<file path="src/rtl/bellek_islem_birimi_p.sv">
// bellek_islem_birimi_p: load/store unit between the execute stage and the
// data bus. Handles B/H/W(/D) accesses on a word-granular bus with lane
// steering, sign/zero extension and bus/pipeline stall handshakes.
// Optional macro BIB_HIZASIZ_EN: when defined, misaligned accesses are split
// into two bus beats; when undefined they complete at once with a fault.
module bellek_islem_birimi_p #(
  parameter int VERI_BIT = 32,
  parameter int ADR_BIT  = 32
) (
  input  logic                  clk_i,
  input  logic                  rst_i,
  input  logic                  basla_i,
  output logic                  bitti_o,
  input  logic                  ddb_durdur_i,
  input  logic [3:0]            kontrol_i,
  input  logic [ADR_BIT-1:0]    adr_i,
  input  logic [VERI_BIT-1:0]   deger_i,
  output logic [VERI_BIT-1:0]   sonuc_o,
  output logic                  hata_o,
  input  logic [VERI_BIT-1:0]   bib_veri_i,
  input  logic                  bib_durdur_i,
  output logic [VERI_BIT-1:0]   bib_veri_o,
  output logic [ADR_BIT-1:0]    bib_adr_o,
  output logic [VERI_BIT/8-1:0] bib_veri_maske_o,
  output logic                  bib_yaz_gecerli_o,
  output logic                  bib_sec_o
);

  localparam int BAYT = VERI_BIT / 8;
  localparam int OFS  = $clog2(BAYT);

`ifdef BIB_HIZASIZ_EN
  localparam bit HIZASIZ = 1'b1;
`else
  localparam bit HIZASIZ = 1'b0;
`endif

  typedef enum logic [1:0] {BOSTA, ISTEK1, ISTEK2, SONUC} durum_t;

  durum_t durum_reg, durum_next;

  // Captured operation
  logic                yaz_reg;
  logic                isaretsiz_reg;
  logic [1:0]          boyut_reg;
  logic [ADR_BIT-1:0]  adr_reg;
  logic [VERI_BIT-1:0] deger_reg;
  logic                hizasiz_reg;
  logic [VERI_BIT-1:0] veri1_reg;
  logic [VERI_BIT-1:0] sonuc_reg;
  logic                hata_reg;

  // FSM control strobes
  logic yakala;
  logic hata_next;
  logic veri1_al;
  logic sonuc_al;

  // True when the access crosses a bus-word boundary.
  function automatic logic hizasiz_f(input logic [OFS-1:0] ofs, input logic [1:0] boyut);
    logic [4:0] toplam;
    toplam = 5'(ofs) + (5'd1 << boyut);
    return toplam > 5'(BAYT);
  endfunction

  // Double access on a 32-bit bus, or an "unsigned" store, is illegal.
  function automatic logic yasak_f(input logic [1:0] boyut, input logic isaretsiz, input logic yaz);
    return ((boyut == 2'd3) && (VERI_BIT == 32)) || (isaretsiz && yaz);
  endfunction

  // Lane masks: boy_maske marks the low n bytes, bayt_maske the same per bit.
  logic [BAYT-1:0]     boy_maske;
  logic [VERI_BIT-1:0] bayt_maske;

  generate
    for (genvar gi = 0; gi < BAYT; gi++) begin : g_serit
      assign boy_maske[gi]          = (4'(gi) < (4'd1 << boyut_reg));
      assign bayt_maske[gi*8 +: 8]  = {8{boy_maske[gi]}};
    end
  endgenerate

  logic [OFS+2:0]        kaydirma;
  logic [2*BAYT-1:0]     maske_genis;
  logic [2*VERI_BIT-1:0] veri_genis;
  logic [ADR_BIT-1:0]    adr1;
  logic [ADR_BIT-1:0]    adr2;

  assign kaydirma    = {adr_reg[OFS-1:0], 3'b000};
  assign maske_genis = {{BAYT{1'b0}}, boy_maske} << adr_reg[OFS-1:0];
  assign veri_genis  = {{VERI_BIT{1'b0}}, deger_reg & bayt_maske} << kaydirma;
  assign adr1        = {adr_reg[ADR_BIT-1:OFS], {OFS{1'b0}}};
  assign adr2        = adr1 + ADR_BIT'(BAYT);

  // Load assembly: bytes from both beats concatenated low-first, then extended.
  logic [2*VERI_BIT-1:0] okunan_genis;
  logic [VERI_BIT-1:0]   ham;
  logic                  isaret_bit;
  logic [VERI_BIT-1:0]   yuk_sonuc;

  // Select beat data, align to bit 0 and apply sign/zero extension.
  always_comb begin
    okunan_genis = {{VERI_BIT{1'b0}}, bib_veri_i};
    if (durum_reg == ISTEK2) begin
      okunan_genis = {bib_veri_i, veri1_reg};
    end
    ham = okunan_genis[kaydirma +: VERI_BIT];
    case (boyut_reg)
      2'd0:    isaret_bit = ham[7];
      2'd1:    isaret_bit = ham[15];
      2'd2:    isaret_bit = ham[31];
      default: isaret_bit = ham[VERI_BIT-1];
    endcase
    yuk_sonuc = (ham & bayt_maske) |
                ((isaret_bit && !isaretsiz_reg) ? ~bayt_maske : '0);
  end

  // State register.
  always_ff @(posedge clk_i) begin
    if (rst_i) begin
      durum_reg <= BOSTA;
    end else begin
      durum_reg <= durum_next;
    end
  end

  // Next state, bus beat drive and datapath strobes.
  always_comb begin
    durum_next        = durum_reg;
    yakala            = 1'b0;
    hata_next         = 1'b0;
    veri1_al          = 1'b0;
    sonuc_al          = 1'b0;
    bitti_o           = 1'b0;
    bib_sec_o         = 1'b0;
    bib_adr_o         = '0;
    bib_veri_maske_o  = '0;
    bib_veri_o        = '0;
    bib_yaz_gecerli_o = 1'b0;
    case (durum_reg)
      BOSTA: begin
        if (basla_i) begin
          yakala    = 1'b1;
          hata_next = yasak_f(kontrol_i[1:0], kontrol_i[2], kontrol_i[3]) ||
                      (hizasiz_f(adr_i[OFS-1:0], kontrol_i[1:0]) && !HIZASIZ);
          durum_next = hata_next ? SONUC : ISTEK1;
        end
      end
      ISTEK1: begin
        bib_sec_o         = 1'b1;
        bib_adr_o         = adr1;
        bib_veri_maske_o  = maske_genis[BAYT-1:0];
        bib_veri_o        = yaz_reg ? veri_genis[VERI_BIT-1:0] : '0;
        bib_yaz_gecerli_o = yaz_reg;
        if (!bib_durdur_i) begin
`ifdef BIB_HIZASIZ_EN
          if (hizasiz_reg) begin
            veri1_al   = 1'b1;
            durum_next = ISTEK2;
          end else begin
            sonuc_al   = !yaz_reg;
            durum_next = SONUC;
          end
`else
          sonuc_al   = !yaz_reg;
          durum_next = SONUC;
`endif
        end
      end
`ifdef BIB_HIZASIZ_EN
      ISTEK2: begin
        bib_sec_o         = 1'b1;
        bib_adr_o         = adr2;
        bib_veri_maske_o  = maske_genis[2*BAYT-1:BAYT];
        bib_veri_o        = yaz_reg ? veri_genis[2*VERI_BIT-1:VERI_BIT] : '0;
        bib_yaz_gecerli_o = yaz_reg;
        if (!bib_durdur_i) begin
          sonuc_al   = !yaz_reg;
          durum_next = SONUC;
        end
      end
`endif
      SONUC: begin
        bitti_o = 1'b1;
        if (!ddb_durdur_i) begin
          durum_next = BOSTA;
        end
      end
      default: durum_next = BOSTA;
    endcase
  end

  // Operation capture, first-beat data and result registers.
  always_ff @(posedge clk_i) begin
    if (rst_i) begin
      yaz_reg       <= 1'b0;
      isaretsiz_reg <= 1'b0;
      boyut_reg     <= 2'd0;
      adr_reg       <= '0;
      deger_reg     <= '0;
      hizasiz_reg   <= 1'b0;
      veri1_reg     <= '0;
      sonuc_reg     <= '0;
      hata_reg      <= 1'b0;
    end else begin
      if (yakala) begin
        yaz_reg       <= kontrol_i[3];
        isaretsiz_reg <= kontrol_i[2];
        boyut_reg     <= kontrol_i[1:0];
        adr_reg       <= adr_i;
        deger_reg     <= deger_i;
        hizasiz_reg   <= hizasiz_f(adr_i[OFS-1:0], kontrol_i[1:0]);
        sonuc_reg     <= '0;
        hata_reg      <= hata_next;
      end
      if (veri1_al) begin
        veri1_reg <= bib_veri_i;
      end
      if (sonuc_al) begin
        sonuc_reg <= yuk_sonuc;
      end
    end
  end

  assign sonuc_o = sonuc_reg;
  assign hata_o  = hata_reg;

endmodule
</file>
<file path="config.mk">
export PLATFORM = sky130hd
export DESIGN_NAME = bellek_islem_birimi_p
export DESIGN_NICKNAME = d
export VERILOG_FILES = /design/src/rtl/bellek_islem_birimi_p.sv
export SDC_FILE = /design/constraint.sdc
export NUM_CORES = 1
export LEC_CHECK = 0
export ABC_AREA = 0
export BUFFER_PORTS_ARGS = -buffer_cell sky130_fd_sc_hd__buf_4
export CAP_MARGIN = 20
export CORE_MARGIN = 2
export CORE_UTILIZATION = 30
export CTS_BUF_LIST = sky130_fd_sc_hd__clkbuf_16
export DETAILED_ROUTE_END_ITERATION = 10
export GPL_TIMING_DRIVEN = 0
export PLACE_DENSITY = 0.6
export SLEW_MARGIN = 20
export SYNTH_ARGS = -nofsm -noshare
export SYNTH_HDL_FRONTEND = slang
export SYNTH_SLANG_ARGS = --single-unit
</file>
<file path="constraint.sdc">
create_clock -name clk_i -period 1.84 [get_ports clk_i]
set_input_delay 0.092 -clock clk_i [delete_from_list [all_inputs] [get_ports clk_i]]
set_output_delay 0.092 -clock clk_i [all_outputs]
set_load 0.03 [all_outputs]
</file>
Yosys cells after proc, flatten, opt, wreduce, memory -nomap -nowiden
Index checks and enable logic that the tools add are counted.
- add/subtract/negate cells: 1
- $lt $le $gt $ge: 5
- eq/ne operators: 8
- shift operators: 5
- mux-type cells: 23
- bitwise operators: 4
- reductions and logical operators: 10
- operator list (cell ; count):
    32-bit two-way mux ; 6
    32-bit bitwise AND ; 2
    64-bit two-way mux ; 1
    64-bit by 6-bit indexed part select with 32-bit output ; 1
    32-bit NOT ; 1
    32-bit OR ; 1
    32-bit by 5-bit << shifter with 32-bit output ; 1
    1-bit two-way mux ; 9
    1-bit by 4-bit less-than comparator with 1-bit output (first input constant) ; 2
    2-bit by 4-bit less-than comparator with 1-bit output (first input constant) ; 2
    2-bit two-way mux ; 4
    2-bit == test (second input constant) ; 3
    2-bit inequality test (second input constant) ; 3
    2-bit case mux with 3 select lines ; 1
    2-bit by 5-bit adder with 5-bit output ; 1
    5-bit by 3-bit > comparator with 1-bit output (second input constant) ; 1
    1-bit by 2-bit << shifter with 5-bit output (first input constant) ; 1
    2-bit by 1-bit == test with 1-bit output (second input constant) ; 2
    2-bit logical NOT ; 2
    4-bit two-way mux ; 1
    1-bit by 2-bit << shifter with 4-bit output (first input constant) ; 1
    4-bit by 2-bit << shifter with 4-bit output ; 1
    3-bit AND reduction ; 1
    1-bit logical AND ; 2
    other kinds (4) ; 6
- register bits after elaboration: 103
- bits of input ports: 105
- output and inout bits: 104

Longest topological paths before layout
Gate-level depths: netlist of the first run.
- depth after elaboration: 8
- mapped depth: 9
- gate-level depth less buffers: 9

Worst setup path after synthesis of the first run
OpenSTA, ideal clock, no wires.
- path kind: register to output
- start: register adr_reg[0]
- end: output port bib_veri_o[24]
- arrival: 2049 ps
- data required time: 1748 ps
- slack: -301 ps
- cell stages (with the launch flop): 7
- path buffers: 4
- path through: dfxtp_1 buf_2 buf_2 buf_2 buf_1 a21oi_1 a211oi_1
- word-level cells in the longest chain between the ends: 3
- RTL lines (item ; RTL line ; RTL):
    from (decl) ; 46 ; logic [ADR_BIT-1:0] adr_reg;
    from (signal assigned) ; 209 ; adr_reg <= adr_i;
    32-bit by 5-bit << shifter with 32-bit output ; 90 ; assign veri_genis = {{VERI_BIT{1'b0}}, deger_reg & bayt_maske} << kaydirma;
    32-bit two-way mux ; 152 ; bib_veri_o = yaz_reg ? veri_genis[VERI_BIT-1:0] : '0;
    32-bit two-way mux ; 139 ; case (durum_reg)
    to (decl) ; 22 ; output logic [VERI_BIT-1:0] bib_veri_o,
Every way passes these cells.

Final worst setup path of the first run
- start: register adr_reg[0]
- end: output port bib_veri_o[23]
The elaborated chain is that of the path after synthesis.

==> results of run 1 <==
[cells in the final DEF, fill, tap and decap left out, drive strengths merged, types with 2 or more instances in the layout]
| master | count |
|---|---|
| nor2b | 10 |
| o2bb2ai | 18 |
| nand3 | 8 |
| conb | 2 |
| o22ai | 14 |
| a31oi | 8 |
| nand2b | 4 |
| a221oi | 7 |
| ha | 2 |
| a21oi | 80 |
| clkinv | 7 |
| buf | 261 |
| or2 | 9 |
| o21ai | 20 |
| dfxtp | 103 |
| nand2 | 160 |
| mux2i | 16 |
| inv | 9 |
| a22oi | 32 |
| mux2 | 16 |
| and2 | 40 |
| a211oi | 19 |
| o211ai | 2 |
| dlygate4sd3 | 65 |
| nor2 | 41 |
| nor3b | 8 |
| clkbuf | 39 |
| a221o | 8 |
| nor3 | 10 |
[routing by layer]
| metal | vias up | routed length [um] |
|---|---|---|
| met4 | 0 | 517 |
| met3 | 41 | 1560 |
| met1 | 3045 | 9420 |
| li1 | 3107 | - |
| met5 | - | 0 |
| met2 | 271 | 10800 |
[what timing repair did]
| item | CTS | global route |
|---|---|---|
| pin swaps | 20 | 19 |
| endpoints found under the setup margin | 169 | 104 |
| buffers inserted | 18 | 16 |
| endpoints found under the hold margin | 65 | 0 |
| cloned | 0 | 2 |
| hold buffers | 65 | 0 |
| resized for setup | 133 | 76 |
[layout make-up]
class	count	share of cell area [%]
buffer	51	4.17
clock buffer	9	2.42
clock inverter	7	0.687
inverter	11	0.673
timing repair buffer	305	27.7
tap	229	3.08
sequential	103	22.4
multi-input combinational	539	38.8
[worst reg2reg max path, cell delays in order, from the launching register on]
cell	delay (ns)
dfxtp_4	0.39
buf_12	0.13
buf_12	0.11
buf_4	0.22
mux2i_2	0.29
o22ai_1	0.15
or2_2	0.29
o2bb2ai_1	0.12
[report_power, final]
group,total (mW),leakage [nW],switching [mW],internal (mW)
Clock,1.91,0.140,0.868,1.04
Sequential,2.49,0.845,0.121,2.37
Combinational,1.77,2.76,0.967,0.807
[path summary, 6_finish.rpt]
kind / from / endpoint / slack, ns / cells past startpoint
setup / recovery: adr_reg[0]$_SDFFE_PP0P_ / bib_veri_o[23] / -0.14 / 8
hold / removal: deger_i[8] / deger_reg[8]$_SDFFE_PP0P_ / 0.01 / 3
setup reg to reg: adr_reg[0]$_SDFFE_PP0P_ / sonuc_o[17]$_SDFFE_PP0P_ / 0 / 7
hold reg to reg: adr_reg[16]$_SDFFE_PP0P_ / adr_reg[16]$_SDFFE_PP0P_ / 0.45 / 2
[cells by family (layout without fill, tap and decap cells)]
family          count (synthesis)  count (layout)
other cells                     1               2
flops                         103             103
fa+ha+maj                       3               3
compound gates                210             210
simple gates                  292             292
mux                            32              32
buf+inv                        72             383
[metrics by stage]
step / instance area [um^2] / setup WS, ns
finish: 9290 / -0.144
global route: 9290 / -0.199
CTS: 8940 / -0.200
detailed placement: 7370 / -0.448
global placement: 7370 / -0.438
floorplan: 5540 / -0.153
==> impl_results.md, run 1 <==
- Die Wd: roughly 140 um
- Core Footprint: 17900 um^2
- Drt wl/cell: 17.8 um
- Vias per std cell: 5.15
- Crit-path max FO: 5
- Pre-antenna DRT Iters: 7
- Total routed wirelength: 22300 um
- Root Buffer: clkbuf_16
- GRT Total Usage: between 20% and 30%
- IO Pins: 209
- Vias: 6464
- Seq/Total Area, Yosys: 37.7%
- # port buffers: around 210
- Worst Clk Skew: 0.00613 ns
- Synth area leader: dfxtp_1
- Setup CP Type: flop to primary output
- Worst Setup Slack, final: -0.144 ns
- 1st-iter DRT viols: 394
- Fin crit period: approximately 2.0 ns
- Dpl cells: around 1100
- # nets final: about 1100
- Fill cell count: ~1800
- # rows: 49
- Mux cell area share after synthesis: 6.22%
- Yosys top cell area share: 37.7%
- GRT overflow: 0
- Cell breakdown of the critical path: buf_12 -> buf_12 -> mux2_4 -> a22oi_2 -> nor2_1 -> a31oi_1 -> nor2_1 -> buf_4
- CP peak stage delay: 0.37 ns
- Post-synthesis simple-gate area fraction: 24.6%
- Syn Inst Count: 713
- Area Growth Syn to Fin: 69.8%
- Status: finished, violations left
- Synth Area in Adders: 0.823%
- Power density over the cells: 665 nW/um^2
- CP arrival: ~1.9 ns
- Clock Path Buffers: 2
- Worst Setup End Kind: primary output
- Period utilization: 108%
- Num CTS Buffers: 9
- Async S/R FF share, synth: 0%
- Non-Filler Instances: 1254
- Clock slew at reported path FFs: about 0.07 ns
- Die Y: 139 um
- Bufs and invs on worst path: 3
- Die area: 19300 um^2
- Synth area leaders: dfxtp_1 (38%), nand2_1 (11%), a21oi_1 (7.3%)
- Met3 usage: 6.25%
- Synth Area in Compound Gates: about a quarter
- Post-synth EDFFs: 0
- Pin count of the biggest net entering global routing: 20
- Synth unique cells: 42
- Crit-path slowest cell: dfxtp_4
- Met1 Use GR: 27.4%
- Ys flop type: dfxtp_1
- Slew Viols, Final: 0
- Hold Vio Cnt, Final: 0
- Initial antenna violation count: 0
- Sequential cell area: 2080 um^2
- Layout cells sized above 1: 39.8%
- Worst EP required: 1.75 ns
- Clock sinks: 103
- RSZ-0062 raised after global routing: true
- Slew @ Worst Pin: between 0.6 and 0.7 ns
- Failing checks: setup timing
- Skew-Pair Late Insertion Delay: 0.36 ns
- Total power: roughly 6.2 mW
- Tightest Hold Check Type: input port to flop
- Synth cell count leaders: nand2_1 (160), dfxtp_1 (103), a21oi_1 (80), and2_1 (40), nor2_1 (39)
- Ys Warns: 0
- Fin util: slightly above 50%
- Antenna diodes: 0
- Busiest grt layer: met2
- Leak: 3.74 nW
- Critical path startpoint category: flop
- Area of the multi-input gates: 3610 um^2
- Worst slew margin: 55.0%
- Final setup fails: 15
- First-pass GRT wire length: 33600 um
- CTS tree: done
- Post-DRT Antenna Nets: 0
- Top-count cell post-synth: nand2_1
- Placer Congestion: 0.906
- Initial Util: 30.6%
- H-tree depth: 3
- Mapped cell area: 5470 um^2
- Synthesized flop and latch total: about 100
- Vias in the first global route: 6278
- Max cap viols: 0
- Setup TNS: -0.940 ns
- DP HPWL: around 16000 um
- Largest family of logic cells by synthesized area: compound AO/OA/AOI/OAI gates
- Mean Syn Cell Area: roughly 7.7 um^2
- VDD IR max: 0.509 mV
- Cell family with most CP delay: buffers and inverters
- Hold slack: between 0.01 and 0.015 ns
- Maximum clock rate: 504 MHz
- DRC: 0
- Xor/xnor cell area share of the yosys netlist: 0%
- Grt met2 use: 36.6%
No activity file was read; power rests on OpenSTA's default activity.
==> run 2: changes to the inputs <==
--- a/config.mk
+++ b/config.mk
@@ -8,12 +8,15 @@
 export ABC_AREA = 0
 export BUFFER_PORTS_ARGS = -buffer_cell sky130_fd_sc_hd__buf_4
 export CAP_MARGIN = 20
+export CELL_PAD_IN_SITES_DETAIL_PLACEMENT = 0
+export CELL_PAD_IN_SITES_GLOBAL_PLACEMENT = 2
 export CORE_MARGIN = 2
-export CORE_UTILIZATION = 30
+export CORE_UTILIZATION = 27
 export CTS_BUF_LIST = sky130_fd_sc_hd__clkbuf_16
 export DETAILED_ROUTE_END_ITERATION = 10
+export GPL_ROUTABILITY_DRIVEN = 0
 export GPL_TIMING_DRIVEN = 0
-export PLACE_DENSITY = 0.6
+export PLACE_DENSITY = 0.86
 export SLEW_MARGIN = 20
 export SYNTH_ARGS = -nofsm -noshare
 export SYNTH_HDL_FRONTEND = slang
==> constraint.sdc (replaced) <==
create_clock -name clk_i -period 2.1 [get_ports clk_i]
set_input_delay 0.105 -clock clk_i [delete_from_list [all_inputs] [get_ports clk_i]]
set_output_delay 0.105 -clock clk_i [all_outputs]
set_load 0.03 [all_outputs]
==> run 2 against run 1 <==
  * The run now ends clean
  * Flip-flop and latch count unchanged
  * Register-to-register slack improved by 0.16 ns
  * Combinational power down 23%
  * Wire length down 2.0%
  * Worst setup slack gained 0.21 ns
  * Critical path type unchanged
  * Largest power group unchanged
  * Highest routed layer unchanged
==> impl_results.md, run 2 (same netlist as run 1, synthesis figures left out) <==
- Period utilization: 96.7%
- GRT overflow: 0
- Core Footprint: 20000 um^2
- Finished layout cell area: about 8600 um^2
- CP arrival: 1.93 ns
- HP Start: deger_i[10]
- Fin crit period: 2.03 ns
- Tightest Hold Check Type: input port to flop
- DRC: 0
- Hold slack: 0.0112 ns
- Slew @ Worst Pin: 1.12 ns
- Pin count of the biggest net entering global routing: 17
- First-pass GRT wire length: 33400 um
- R2R Path End: sonuc_o[27]$_SDFFE_PP0P_
- Slew Viols, Final: 0
- Leak: 3.45 nW
- Die Y: 146 um
- Sequential cell area: 2070 um^2
- Pre-antenna DRT Iters: 5
- Sink of the worst hold path: deger_reg[10]$_SDFFE_PP0P_
- VDD IR max: 0.365 mV
- R2R cell count: 8
- Maximum clock rate: 493 MHz
- Worst slew margin: 24.8%
- Total power: around 5.3 mW
- Clock slew at reported path FFs: 0.07 ns
- CTS tree: done
- Post-DRT Antenna Nets: 0
- Drt wl/cell: about 17 um
- Final setup fails: 0
- Worst Setup Slack, final: roughly 0.070 ns
- Vias: 6219
- Status: finished clean
- Pre-CTS setup slack: -0.239 ns
- Root Buffer: clkbuf_16
- Max cap viols: 0
- Layout cells sized above 1: 32.9%
- GRT Total Usage: 20.0%
- Num CTS Buffers: 9
- Commonest non-fill, non-tap cells in the layout: buf_4 (207), nand2_1 (158), dfxtp_1 (98)
- Clock sinks: 103
- Worst reg2reg setup slack: 0.16 ns
- Hold Vio Cnt, Final: 0
- Power density over the cells: 623 nW/um^2
- IO Pins: 209
- H-tree depth: 3
- Fin util: 42.9%
- Setup TNS: 0 ns
- Worst EP required: around 2.0 ns
- Critical path startpoint category: flop
- DP HPWL: roughly 17000 um
- Initial antenna violation count: 0
- Total routed wirelength: approximately 22000 um
- Commonest non-fill, non-tap cell in the layout: buf_4
- Non-Filler Instances: 1262
- Worst Setup End Kind: primary output
- Vias per std cell: 4.93
- RR Startpoint: durum_reg[0]$_SDFFE_PP0P_
- Fill cell count: 2121
- Area of the multi-input gates: approximately 3300 um^2
- Clock Path Buffers: 2
- Crit-path max FO: 10
- Antenna diodes: 0
- Worst hold path depth: 3
- Initial Util: 27.3%
- # nets final: 1095
- Dpl cells: ~1200
- # port buffers: 205
- Vias in the first global route: 6034
- Die Wd: 146 um
- Area Growth Syn to Fin: 57.0%
- 1st-iter DRT viols: between 300 and 400
- Setup CP Type: flop to primary output
- Post-placement cell area: 7370 um^2
- Skew-Pair Late Insertion Delay: 0.36 ns
- Die area: 21400 um^2
- Worst Clk Skew: between 0.007 and 0.008 ns
- # rows: 52
-- run 2: how the worst max path moves through the flow --
stage / start / to / slack [ns] / cells past startpoint
global placement: adr_reg[0]$_SDFFE_PP0P_ / bib_veri_o[30] / -0.30 / 7
global route: adr_reg[0]$_SDFFE_PP0P_ / bib_veri_o[16] / -0.003 / 8
finish: adr_reg[0]$_SDFFE_PP0P_ / bib_veri_o[31] / 0.07 / 7
floorplan: adr_reg[0]$_SDFFE_PP0P_ / bib_veri_o[27] / -0.05 / 6
CTS: boyut_reg[1]$_SDFFE_PP0P_ / bib_veri_o[30] / 0.003 / 6
detailed placement: adr_reg[0]$_SDFFE_PP0P_ / bib_veri_o[30] / -0.24 / 7
-- run 2: what timing repair did --
| action | in CTS | in global routing |
|---|---|---|
| setup endpoints to repair | 79 | 53 |
| resized for setup | 62 | 38 |
| pin swaps | 3 | 6 |
| hold endpoints to repair | 57 | 0 |
| setup buffers | 5 | 1 |
| hold buffers | 57 | 0 |
-- run 2: layout make-up --
cell class              count  area share, %
well taps                 270           3.93
clock inverters             7           1.02
inverters                  11          0.670
clock buffers               9           2.62
plain buffers              56           4.12
flip-flops and latches    103           24.1
multi-input cells         539           38.2
repair buffers            267           25.3
-- run 2: metal layers --
metal,up-vias,global-route usage [%],wire [um]
met5,-,0,0
met4,0,6.94,539
met3,28,4.56,1480
met2,233,32.8,10400
met1,2928,25.9,9420
li1,3030,-,-
-- run 2: power breakdown --
part / leakage, nW / switching [mW] / internal, mW
Combinational: 2.45 / 0.776 / 0.580
Sequential: 0.844 / 0.0991 / 2.08
Clock: 0.152 / 0.779 / 1.04
-- run 2: critical path, cell delays in order (launching register included) --
cell and delay (ns):
dfxtp_4 0.36, buf_8 0.13, buf_4 0.13, buf_6 0.14, buf_6 0.14, a211oi_1 0.37, a211oi_2 0.10, buf_4 0.19
==> run 3: changes to the inputs <==
--- a/config.mk
+++ b/config.mk
@@ -16,6 +16,7 @@
 export DETAILED_ROUTE_END_ITERATION = 10
 export GPL_ROUTABILITY_DRIVEN = 0
 export GPL_TIMING_DRIVEN = 0
+export HOLD_SLACK_MARGIN = 0.1
 export PLACE_DENSITY = 0.86
 export SLEW_MARGIN = 20
 export SYNTH_ARGS = -nofsm -noshare
==> run 3 against run 2 <==
  * Flip-flop and latch count did not move
  * Wire length rose by 0.59%
  * Sequential power barely moved
  * Count of clock-buffer cells in the layout unchanged
  * Power rose by 0.61%
  * Final cell count grew 1.0%
  * Via count up 0.74%
  * Die area is the same
  * Sequential share of layout area decreased by 0.37 points
==> impl_results.md, run 3 (same netlist as run 1, synthesis figures left out) <==
- Status: finished clean
- Setup CP Type: flop to primary output
- Worst Setup Slack, final: 0.0801 ns
- # rows: 52
- Worst Clk Skew: 0.00602 ns
- DRC: 0
- Area of the multi-input gates: 3280 um^2
- CP peak stage delay: 0.38 ns
- Total power: 5.38 mW
- Setup TNS: 0 ns
- Post-DRT Antenna Nets: 0
- Layout cells sized above 1: 32.3%
- Worst Setup End Kind: primary output
- DP HPWL: 16600 um
- Final setup fails: 0
- Num CTS Buffers: 9
- Sequential cell area: 2070 um^2
- Pin count of the biggest net entering global routing: 17
- Worst slew margin: 24.5%
- VDD IR max: 0.367 mV
- GRT overflow: 0
- Max cap viols: 0
- Core Footprint: 20000 um^2
- First-pass GRT wire length: around 34000 um
- CP arrival: around 1.9 ns
- Pre-antenna DRT Iters: 5
- Clock Path Buffers: 2
- Vias per std cell: 4.91
- 1st-iter DRT viols: between 300 and 400
- Cell family with most CP delay: buffers and inverters
- IO Pins: 209
- Die area: approximately 21000 um^2
- CTS tree: done
- Commonest non-fill, non-tap cells in the layout: buf_4 (206), nand2_1 (158), dfxtp_1 (98)
- Skew-Pair Late Insertion Delay: 0.36 ns
- Total routed wirelength: 22000 um
- H-tree depth: 3
- Hold slack: about 0.21 ns
- Crit-path slowest cell: dfxtp_4
- Fin util: 43.5%
- Maximum clock rate: between 400 and 500 MHz
- Crit-path max FO: 10
- Worst EP required: approximately 2 ns
- Slew Viols, Final: 0
- Vias in the first global route: 6070
- Fill cell count: 2109
- Most frequent CP cell: nor2_1
- Area Growth Syn to Fin: 59.4%
- Vias: 6265
- Clock sinks: 103
- GRT Total Usage: 20.1%
- Power density over the cells: 617 nW/um^2
- Tightest Hold Check Type: input port to flop
- Critical path startpoint category: flop
- Die Wd: 146 um
- Initial antenna violation count: 0
- Cell breakdown of the critical path: buf_8 -> buf_12 -> mux2_2 -> a22oi_1 -> nor2_1 -> a31oi_1 -> nor2_1 -> buf_4
- Initial Util: between 20 and 30%
- Slew @ Worst Pin: 1.12 ns
- Drt wl/cell: between 15 and 20 um
- Worst reg2reg setup slack: approximately 0.15 ns
- Leak: between 3 and 4 nW
- Bufs and invs on worst path: 3
- Commonest non-fill, non-tap cell in the layout: buf_4
- Pre-CTS setup slack: -0.239 ns
- Clock slew at reported path FFs: 0.07 ns
- # nets final: approximately 1100
- Root Buffer: clkbuf_16
- Antenna diodes: 0
- Die Y: 146 um
- # port buffers: just over 200
- Period utilization: a little over nine tenths
- Hold Vio Cnt, Final: 0
- Fin crit period: 2.02 ns
==> run 3: routing by layer <==
layer | part of all wire [%] | track usage [%]
met4 | 2.6 | 6.70
met2 | 47 | 33.1
met3 | 6.4 | 4.56
met5 | 0 | 0
met1 | 44 | 26.0
==> run 3: worst register-to-register path: stages, from the launching register on <==
cell       delay (ns)
dfxtp_1          0.33
buf_6            0.13
nand2b_1         0.10
buf_2            0.20
nand2_1          0.22
o2bb2ai_1        0.35
o211a_4          0.26
buf_6            0.16
o2bb2ai_1        0.13
==> run 3: area by class of cell <==
type / instances / area share [%]
Timing Repair Buffer: 280 / 26.4
Buffer: 56 / 4.06
Multi-Input combinational cell: 539 / 37.6
Sequential cell: 103 / 23.8
Tap cell: 270 / 3.87
Clock buffer: 9 / 2.58
Clock inverter: 7 / 1.00
Inverter: 11 / 0.660
==> run 3: path summary, 6_finish.rpt <==
| check | startpoint | to | depth (start not counted) |
|---|---|---|---|
| worst max-delay path | adr_reg[0]$_SDFFE_PP0P_ | bib_veri_o[17] | 8 |
| worst min-delay path | kontrol_i[0] | boyut_reg[0]$_SDFFE_PP0P_ | 3 |
| worst max register to register | durum_reg[0]$_SDFFE_PP0P_ | sonuc_o[27]$_SDFFE_PP0P_ | 8 |
| worst min register to register | adr_reg[14]$_SDFFE_PP0P_ | adr_reg[14]$_SDFFE_PP0P_ | 2 |
==> run 3: report_power, final <==
| part | switching [mW] | leakage [nW] | internal (mW) |
|---|---|---|---|
| Combinational | 0.780 | 2.52 | 0.597 |
| Sequential | 0.0992 | 0.844 | 2.08 |
| Clock | 0.790 | 0.152 | 1.04 |
==> run 3: what timing repair did <==
| item | CTS | global route |
|---|---|---|
| gates resized for setup | 62 | 39 |
| hold buffers | 71 | 0 |
| endpoints found under the hold margin | 70 | 0 |
| pin swaps | 3 | 6 |
| buffers inserted | 5 | 1 |
| setup endpoints to repair | 79 | 53 |
==> run 3: stage by stage <==
| stage | cell area, um^2 | std cells |
|---|---|---|
| global placement | 7370 | 1189 |
| CTS | 8620 | 1278 |
| finish | 8720 | 1275 |
| detailed placement | 7370 | 1189 |
| floorplan | 5490 | 714 |
| global route | 8720 | 1275 |
